$ cat src/rtl/ccr_pkg.sv
// ccr_pkg
// Shared definitions for the condition-code register and branch resolver:
// branch opcodes, CCR bit positions, FSM state encoding and the small
// opcode-decode helpers used by the top module.
package ccr_pkg;

  // Branch opcodes, aligned with the ALU opcode space.
  localparam logic [31:0] OP_JMP = 32'd16;
  localparam logic [31:0] OP_JSR = 32'd17;
  localparam logic [31:0] OP_RTS = 32'd18;
  localparam logic [31:0] OP_BEQ = 32'd39;
  localparam logic [31:0] OP_BNE = 32'd40;
  localparam logic [31:0] OP_BLT = 32'd41;
  localparam logic [31:0] OP_BRA = 32'd64;
  localparam logic [31:0] OP_BSR = 32'd65;

  // CCR bit positions.
  localparam int CCR_C    = 0;
  localparam int CCR_V    = 1;
  localparam int CCR_Z    = 2;
  localparam int CCR_N    = 3;
  localparam int CCR_INR  = 4;
  localparam int CCR_IFNR = 5;
  localparam int CCR_NOP  = 6;
  localparam int CCR_TMO  = 7;

  typedef enum logic [1:0] {
    IDLE    = 2'd0,
    WAIT_CC = 2'd1,
    RESOLVE = 2'd2
  } state_e;

  function automatic logic is_uncond(input logic [31:0] op);
    return (op == OP_JMP) || (op == OP_JSR) || (op == OP_RTS) ||
           (op == OP_BRA) || (op == OP_BSR);
  endfunction

  function automatic logic is_cond(input logic [31:0] op);
    return (op == OP_BEQ) || (op == OP_BNE) || (op == OP_BLT);
  endfunction

  function automatic logic is_link(input logic [31:0] op);
    return (op == OP_JSR) || (op == OP_BSR);
  endfunction

  // Branch condition against a set of ALU flags; non-conditional ops
  // never reach this path.
  function automatic logic cond_met(input logic [31:0] op, input logic n,
                                    input logic z, input logic v);
    logic met;
    met = 1'b0;
    case (op)
      OP_BEQ:  met = z;
      OP_BNE:  met = ~z;
      OP_BLT:  met = n ^ v;
      default: met = 1'b0;
    endcase
    return met;
  endfunction

endpackage

$ cat src/rtl/ccr_flag_reg.sv
// ccr_flag_reg
// The 8-bit condition-code register. ALU flags load on a non-NOP update
// strobe, the NOP bit tracks NOP_FLAG every cycle, IFNR and TMO are sticky
// until cleared, and a synchronous clear beats every other update.
// Ports:
//   Clock, Resetn      clock, async active-low reset
//   i_enable, i_nop    flag-update strobe and NOP qualifier
//   i_n/i_z/i_v/i_c/i_inr  incoming ALU flags
//   i_clear            synchronous clear of all eight bits
//   i_set_ifnr         set the sticky illegal-opcode bit
//   i_set_tmo          set the sticky timeout bit
//   o_ccr              current register value
module ccr_flag_reg
  import ccr_pkg::*;
(
  input  logic       Clock,
  input  logic       Resetn,
  input  logic       i_enable,
  input  logic       i_nop,
  input  logic       i_n,
  input  logic       i_z,
  input  logic       i_v,
  input  logic       i_c,
  input  logic       i_inr,
  input  logic       i_clear,
  input  logic       i_set_ifnr,
  input  logic       i_set_tmo,
  output logic [7:0] o_ccr
);

  logic [7:0] r_ccr;

  // NOTE: state registers use non-blocking assignments so every flop
  // samples the pre-edge values, independent of statement order.
  always_ff @(posedge Clock or negedge Resetn) begin
    if (!Resetn) begin
      r_ccr <= '0;
    end else if (i_clear) begin
      r_ccr <= '0;
    end else begin
      if (i_enable && !i_nop) begin
        r_ccr[CCR_C]   <= i_c;
        r_ccr[CCR_V]   <= i_v;
        r_ccr[CCR_Z]   <= i_z;
        r_ccr[CCR_N]   <= i_n;
        r_ccr[CCR_INR] <= i_inr;
      end
      r_ccr[CCR_NOP] <= i_nop;
      if (i_set_ifnr) r_ccr[CCR_IFNR] <= 1'b1;
      if (i_set_tmo)  r_ccr[CCR_TMO]  <= 1'b1;
    end
  end

  assign o_ccr = r_ccr;

endmodule

$ cat src/rtl/ccr_branch_unit.sv
// ccr_branch_unit
// Condition-code register plus branch resolver. Accepts a branch request
// over Br_Valid/Br_Ready, waits for the next ALU flag strobe when the
// branch is conditional (bounded by TIMEOUT), and then emits a one-cycle
// registered resolve pulse carrying taken, next-PC and link information.
// Ports:
//   Clock, Resetn                 clock, async active-low reset
//   CCR_Enable, NOP_FLAG          ALU flag strobe and NOP qualifier
//   NEGATIVE/ZERO/OVERFLOW/CARRY/INR_FLAG  ALU flags
//   CCR_Clear                     synchronous CCR clear
//   Br_Valid, Br_Ready            request handshake
//   Br_Op, Br_Target, PC_Plus     request payload
//   Br_Done, Br_Taken, PC_Load    resolve pulse and decision
//   PC_Next                       resolved next PC
//   Link_Write, Link_Data         link-register write for JSR/BSR
//   CCR                           {24'b0, TMO, NOP, IFNR, INR, N, Z, V, C}
module ccr_branch_unit
  import ccr_pkg::*;
#(
  parameter int DATA_W  = 32,
  parameter int OP_W    = 32,
  parameter int TIMEOUT = 15
) (
  input  logic              Clock,
  input  logic              Resetn,
  input  logic              CCR_Enable,
  input  logic              NOP_FLAG,
  input  logic              NEGATIVE_FLAG,
  input  logic              ZERO_FLAG,
  input  logic              OVERFLOW_FLAG,
  input  logic              CARRY_FLAG,
  input  logic              INR_FLAG,
  input  logic              CCR_Clear,
  input  logic              Br_Valid,
  input  logic [OP_W-1:0]   Br_Op,
  input  logic [DATA_W-1:0] Br_Target,
  input  logic [DATA_W-1:0] PC_Plus,
  output logic              Br_Ready,
  output logic              Br_Done,
  output logic              Br_Taken,
  output logic              PC_Load,
  output logic [DATA_W-1:0] PC_Next,
  output logic              Link_Write,
  output logic [DATA_W-1:0] Link_Data,
  output logic [31:0]       CCR
);

  localparam int CNT_W = $clog2(TIMEOUT + 1);

  state_e              r_state;
  state_e              w_state_next;
  logic [CNT_W-1:0]    r_wait_cnt;
  logic [OP_W-1:0]     r_op;
  logic [DATA_W-1:0]   r_target;
  logic [DATA_W-1:0]   r_pc_plus;
  logic                r_taken;     // pending decision for the RESOLVE cycle
  logic                r_tmo;       // pending decision came from a timeout
  logic                r_ifnr;      // pending request had an unknown opcode
  logic                r_done;
  logic                r_br_taken;
  logic                r_pc_load;
  logic [DATA_W-1:0]   r_pc_next;
  logic                r_link_write;
  logic [DATA_W-1:0]   r_link_data;
  logic [7:0]          w_ccr;

  logic                w_accept;
  logic                w_strobe;
  logic                w_timeout;
  logic [31:0]         w_in_op;
  logic [31:0]         w_cur_op;

  assign w_in_op  = 32'(Br_Op);
  assign w_cur_op = 32'(r_op);
  assign w_strobe = CCR_Enable && !NOP_FLAG;
  assign w_accept = Br_Valid && Br_Ready;
  // A real flag strobe wins over a timeout landing in the same cycle.
  assign w_timeout = (r_state == WAIT_CC) && !w_strobe &&
                     (r_wait_cnt == CNT_W'(TIMEOUT - 1));

  // Ready also stays low during the resolve pulse so the registered
  // outputs are never overwritten while they are still being consumed.
  assign Br_Ready = (r_state == IDLE) && !r_done;

  always_ff @(posedge Clock or negedge Resetn) begin
    if (!Resetn) r_state <= IDLE;
    else         r_state <= w_state_next;
  end

  // NOTE: every signal assigned in a combinational block gets a default
  // first, so no path through the case can infer a latch.
  always_comb begin
    w_state_next = r_state;
    case (r_state)
      IDLE: begin
        if (w_accept) w_state_next = is_cond(w_in_op) ? WAIT_CC : RESOLVE;
      end
      WAIT_CC: begin
        if (w_strobe || w_timeout) w_state_next = RESOLVE;
      end
      RESOLVE: w_state_next = IDLE;
      default: w_state_next = IDLE;
    endcase
  end

  // Request capture, wait counter and pending decision.
  always_ff @(posedge Clock or negedge Resetn) begin
    if (!Resetn) begin
      r_op       <= '0;
      r_target   <= '0;
      r_pc_plus  <= '0;
      r_wait_cnt <= '0;
      r_taken    <= 1'b0;
      r_tmo      <= 1'b0;
      r_ifnr     <= 1'b0;
    end else if (r_state == IDLE) begin
      if (w_accept) begin
        r_op       <= Br_Op;
        r_target   <= Br_Target;
        r_pc_plus  <= PC_Plus;
        r_wait_cnt <= '0;
        r_taken    <= is_uncond(w_in_op);
        r_tmo      <= 1'b0;
        r_ifnr     <= !is_uncond(w_in_op) && !is_cond(w_in_op);
      end
    end else if (r_state == WAIT_CC) begin
      r_wait_cnt <= r_wait_cnt + 1'b1;
      if (w_strobe) begin
        // Evaluated on the incoming flags, not the CCR, so a simultaneous
        // CCR_Clear does not affect the decision.
        r_taken <= cond_met(w_cur_op, NEGATIVE_FLAG, ZERO_FLAG, OVERFLOW_FLAG);
      end else if (w_timeout) begin
        r_taken <= 1'b0;
        r_tmo   <= 1'b1;
      end
    end
  end

  // Registered resolve outputs; the pulse fields drop the cycle after.
  always_ff @(posedge Clock or negedge Resetn) begin
    if (!Resetn) begin
      r_done       <= 1'b0;
      r_br_taken   <= 1'b0;
      r_pc_load    <= 1'b0;
      r_pc_next    <= '0;
      r_link_write <= 1'b0;
      r_link_data  <= '0;
    end else if (r_state == RESOLVE) begin
      r_done       <= 1'b1;
      r_br_taken   <= r_taken;
      r_pc_load    <= r_taken;
      r_pc_next    <= r_taken ? r_target : r_pc_plus;
      r_link_write <= is_link(w_cur_op);
      r_link_data  <= r_pc_plus;
    end else begin
      r_done       <= 1'b0;
      r_br_taken   <= 1'b0;
      r_pc_load    <= 1'b0;
      r_link_write <= 1'b0;
    end
  end

  ccr_flag_reg u_flag_reg (
    .Clock      (Clock),
    .Resetn     (Resetn),
    .i_enable   (CCR_Enable),
    .i_nop      (NOP_FLAG),
    .i_n        (NEGATIVE_FLAG),
    .i_z        (ZERO_FLAG),
    .i_v        (OVERFLOW_FLAG),
    .i_c        (CARRY_FLAG),
    .i_inr      (INR_FLAG),
    .i_clear    (CCR_Clear),
    // Sticky bits land on the same edge as the resolve pulse.
    .i_set_ifnr ((r_state == RESOLVE) && r_ifnr),
    .i_set_tmo  ((r_state == RESOLVE) && r_tmo),
    .o_ccr      (w_ccr)
  );

  assign Br_Done    = r_done;
  assign Br_Taken   = r_br_taken;
  assign PC_Load    = r_pc_load;
  assign PC_Next    = r_pc_next;
  assign Link_Write = r_link_write;
  assign Link_Data  = r_link_data;
  assign CCR        = {24'd0, w_ccr};

endmodule
$ cat config.mk
export PLATFORM = sky130hd
export DESIGN_NAME = ccr_branch_unit
export DESIGN_NICKNAME = d
export VERILOG_FILES = /design/src/rtl/ccr_pkg.sv /design/src/rtl/ccr_flag_reg.sv /design/src/rtl/ccr_branch_unit.sv
export SDC_FILE = /design/constraint.sdc
export NUM_CORES = 1
export LEC_CHECK = 0
export CELL_PAD_IN_SITES_DETAIL_PLACEMENT = 0
export CELL_PAD_IN_SITES_GLOBAL_PLACEMENT = 1
export CORE_MARGIN = 5
export CORE_UTILIZATION = 33
export CTS_BUF_LIST = sky130_fd_sc_hd__clkbuf_2
export CTS_CLUSTER_SIZE = 20
export DETAILED_ROUTE_END_ITERATION = 8
export GPL_TIMING_DRIVEN = 0
export PLACE_DENSITY = 0.79
export REMOVE_ABC_BUFFERS = 1
export SYNTH_ARGS = -nofsm -noshare
export SYNTH_HDL_FRONTEND = slang
export SYNTH_SLANG_ARGS = --single-unit
$ cat constraint.sdc
create_clock -name Clock -period 1.7 [get_ports Clock]
set_clock_uncertainty 0.15 [all_clocks]
set_input_delay 0.34 -clock Clock [delete_from_list [all_inputs] [get_ports Clock]]
set_output_delay 0.34 -clock Clock [all_outputs]
set_load 0.01 [all_outputs]
==> impl_metrics.ini <==
[power_and_ir_drop]
cellLeakagePower_nw = 6.22
power.density_cell_area_nw_per_um2 = 1170
fin_total_pwr_w = 0.0145
vdd.ir_drop.worst_uv = 491

[clock_network]
depth_of_the_cts_h_tree = 4
cts_num_sinks = 180
max-clock-path-buffers = 2
cts_hold_fix_bufs = 103
tritoncts_clock_tree = built
cts_buffers = 17
clockRootBuffer = clkbuf_2
clkTransAtPathRegs_ps = 260
clock_insertion_delay_worst_skew_ps = 740

[status]
violations = hold timing, setup timing
outcome = finished, violations left

[cells_and_area]
final_area_um2 = 12400
area_overhead_vs_synth_pct = 65.1
layout_nets = 1293
final_cells = 1482
drive_above_1_share_pct = 28.8
diodes_inserted = 0

[synthesis]
yosysWarnings = 0
synth-edff-count = 0
ys_types = 34
synth.top_cells.by_count = nand2_1 (402), dfrtp_1 (180), nor2_1 (44)
netlist_instances = 828
post_synth_instance_area_um2 = 7500
netlist.top_cell.by_area = dfrtp_1
synthMostInstantiatedCell = nand2_1
async_reset_ff_share_pct = 100
synth_top_area_share_pct = 60.1
synth_seq_cells = 180
synth_seq_area_share_pct = 60.1
main_area_contributors_after_synthesis = dfrtp_1 (60%), nand2_1 (20%), mux2i_1 (4.3%)
syn_avg_cell_area_um2 = 9.06
synth_top_flop_cell = dfrtp_1

[sta]
min_period_over_period_pct = 121
finalCriticalPeriod_ps = 2050
relSlewSlack_pct = 31.4
final_layout_setup_total_negative_slack_ps = -10660
slew_viol_final = 0
max_slew.worst_pin.slew_ps = 1030
rsz0062_at_grt = yes
setup-violations-final = 144
hold_violations = 8
hold_ws_ps = -12.1
max_freq_ghz = 0.488
final_critical_path_setup_slack_ps = -350

[grt]
grt_antenna_before_repair = 0
grt_start_max_net_pins = 105
total_routing_resource_utilization_after_global_routing_pct = 17.7
grt.overflow.total = 0
first_global_vias = 6783
grt_pass1_wl_um = 36400

[drt]
first_iter_violations = 348
remaining_drc_errors = 0
antenna_left = 0
detail_route.first_pass.iterations = 5
vias = 6893
avgViaCountPerCell = 4.65
routedWlPerCell_um = 17.6
wirelength_um = 26000

[worst_hold_path]
hold_class = primary input to async pin

[placed_design]
final_weighted_congestion_in_routability_driven_placement = 0.749
placement.io_buffers = 183
post_placement_cell_count = 1258
place_hpwl_um = 12600
postPlaceCellArea_um2 = 9570

[critical_path]
criticalPathCategory = register to primary output
timing.critical_path.from_type = register
endpoint_kind = primary output
ff2ff_path_depth = 8
cp.arrival_ps = 1560
critPathRequiredTime_ps = 1210
worst-path-max-fanout = 2

[run]
maxCapViolations = 0

[floorplanning]
dieArea_um2 = 25800
core.rowCount = 55
die_width_um = 161
die_y_um = 161
core_box_area_um2 = 22500
start_util_pct = 33.3
ioPinCount = 208
-- power by group --
part	switching, W	internal [W]	leakage, nW	total (W)
clock	0.00161	0.000990	0.161	0.00260
combinational	0.00258	0.00283	3.84	0.00541
sequential	0.000937	0.00559	2.23	0.00653
-- flip-flops by register name, indices dropped and copies added (netlist names) --
signal            count
Br_Done               1
Link_Data            32
Link_Write            1
PC_Load               1
PC_Next              32
r_ifnr                1
r_op                 32
r_pc_plus            32
r_state               2
r_taken               1
r_target             32
r_tmo                 1
r_wait_cnt            4
u_flag_reg.o_ccr      8
-- path summary, 6_finish.rpt --
check | to | startpoint | slack [ps]
worst max-delay path | Br_Ready | r_state[1] | -350
worst min-delay path | r_target[30] | Resetn | -10
worst max register to register | r_op[27] | r_state[1] | -110
worst min register to register | Link_Write | r_op[5] | 270
max in group asynchronous | r_taken | Resetn | 420
min in group Clock | u_flag_reg.o_ccr[1] | CCR_Clear | 160
-- worst max-delay path: stages (launching register included) --
cell and delay, ps:
dfrtp_2 480, nor3_4 210, buf_2 160
-- cell usage in the layout (no fill, tap or decap), drive strengths merged, types with 2 or more instances in the layout --
cell / n
clkinv: 4
xor2: 4
nor3b: 2
nor3: 4
nor4: 13
clkdlybuf4s50: 104
o21ai: 7
bufinv: 4
nor4b: 2
nand2: 405
nor2b: 4
nand2b: 2
inv: 7
nand4: 4
buf: 156
and2: 8
clkbuf: 24
mux2i: 32
ha: 2
nor2: 44
dfrtp: 180
a21oi: 42
nand3: 3
clkinvlp: 4
dlygate4sd3: 103
conb: 24
a31oi: 2
-- metrics by stage --
step	util [%]	hold slack, ps	setup slack (ps)
2_1_floorplan	-	-106	-1540
3_3_place_gp	41.9	300	-7600
3_5_place_dp	42.5	205	-973
4_1_cts	49.4	-95.1	-458
5_1_grt	55.0	-51.7	-505
6_report	55.0	-12.1	-350
-- final cells by class --
class / count / area, um2
Sequential cell: 180 / 4510
Clock buffer: 18 / 90.1
Fill cell: 1958 / 10100
Clock inverter: 14 / 198
Multi-Input combinational cell: 611 / 3450
Tap cell: 285 / 357
Inverter: 3 / 41.3
Timing Repair Buffer: 369 / 3720
Timing Repair inverter: 2 / 20.0
-- cell families (layout without fill, tap and decap cells) --
family,count (synthesis),after routing,share of synthesized area [%]
flops,180,180,60.1
simple gates,486,495,26.2
other cells,1,24,0.0500
fa+ha+maj,2,2,0.334
xor+xnor,5,5,0.584
mux,32,32,4.27
buf+inv,69,406,4.90
compound gates,53,53,3.64
-- what timing repair did --
item,4_1_cts,5_1_grt
gates cloned,9,15
endpoints found under the setup margin,251,200
endpoints found under the hold margin,282,43
resized for setup,359,217
buffers inserted,26,40
pin swaps,3,106
-- routing by layer --
| layer | up-vias | GRT usage (%) | routed length [um] |
|---|---|---|---|
| met5 | - | 0 | 0 |
| met4 | 0 | 4.77 | 300 |
| met2 | 197 | 29.3 | 12300 |
| met1 | 3367 | 24.3 | 12200 |
| met3 | 24 | 2.69 | 1230 |
| li1 | 3305 | - | - |
Note: power is estimated with default switching activity, not from simulation.
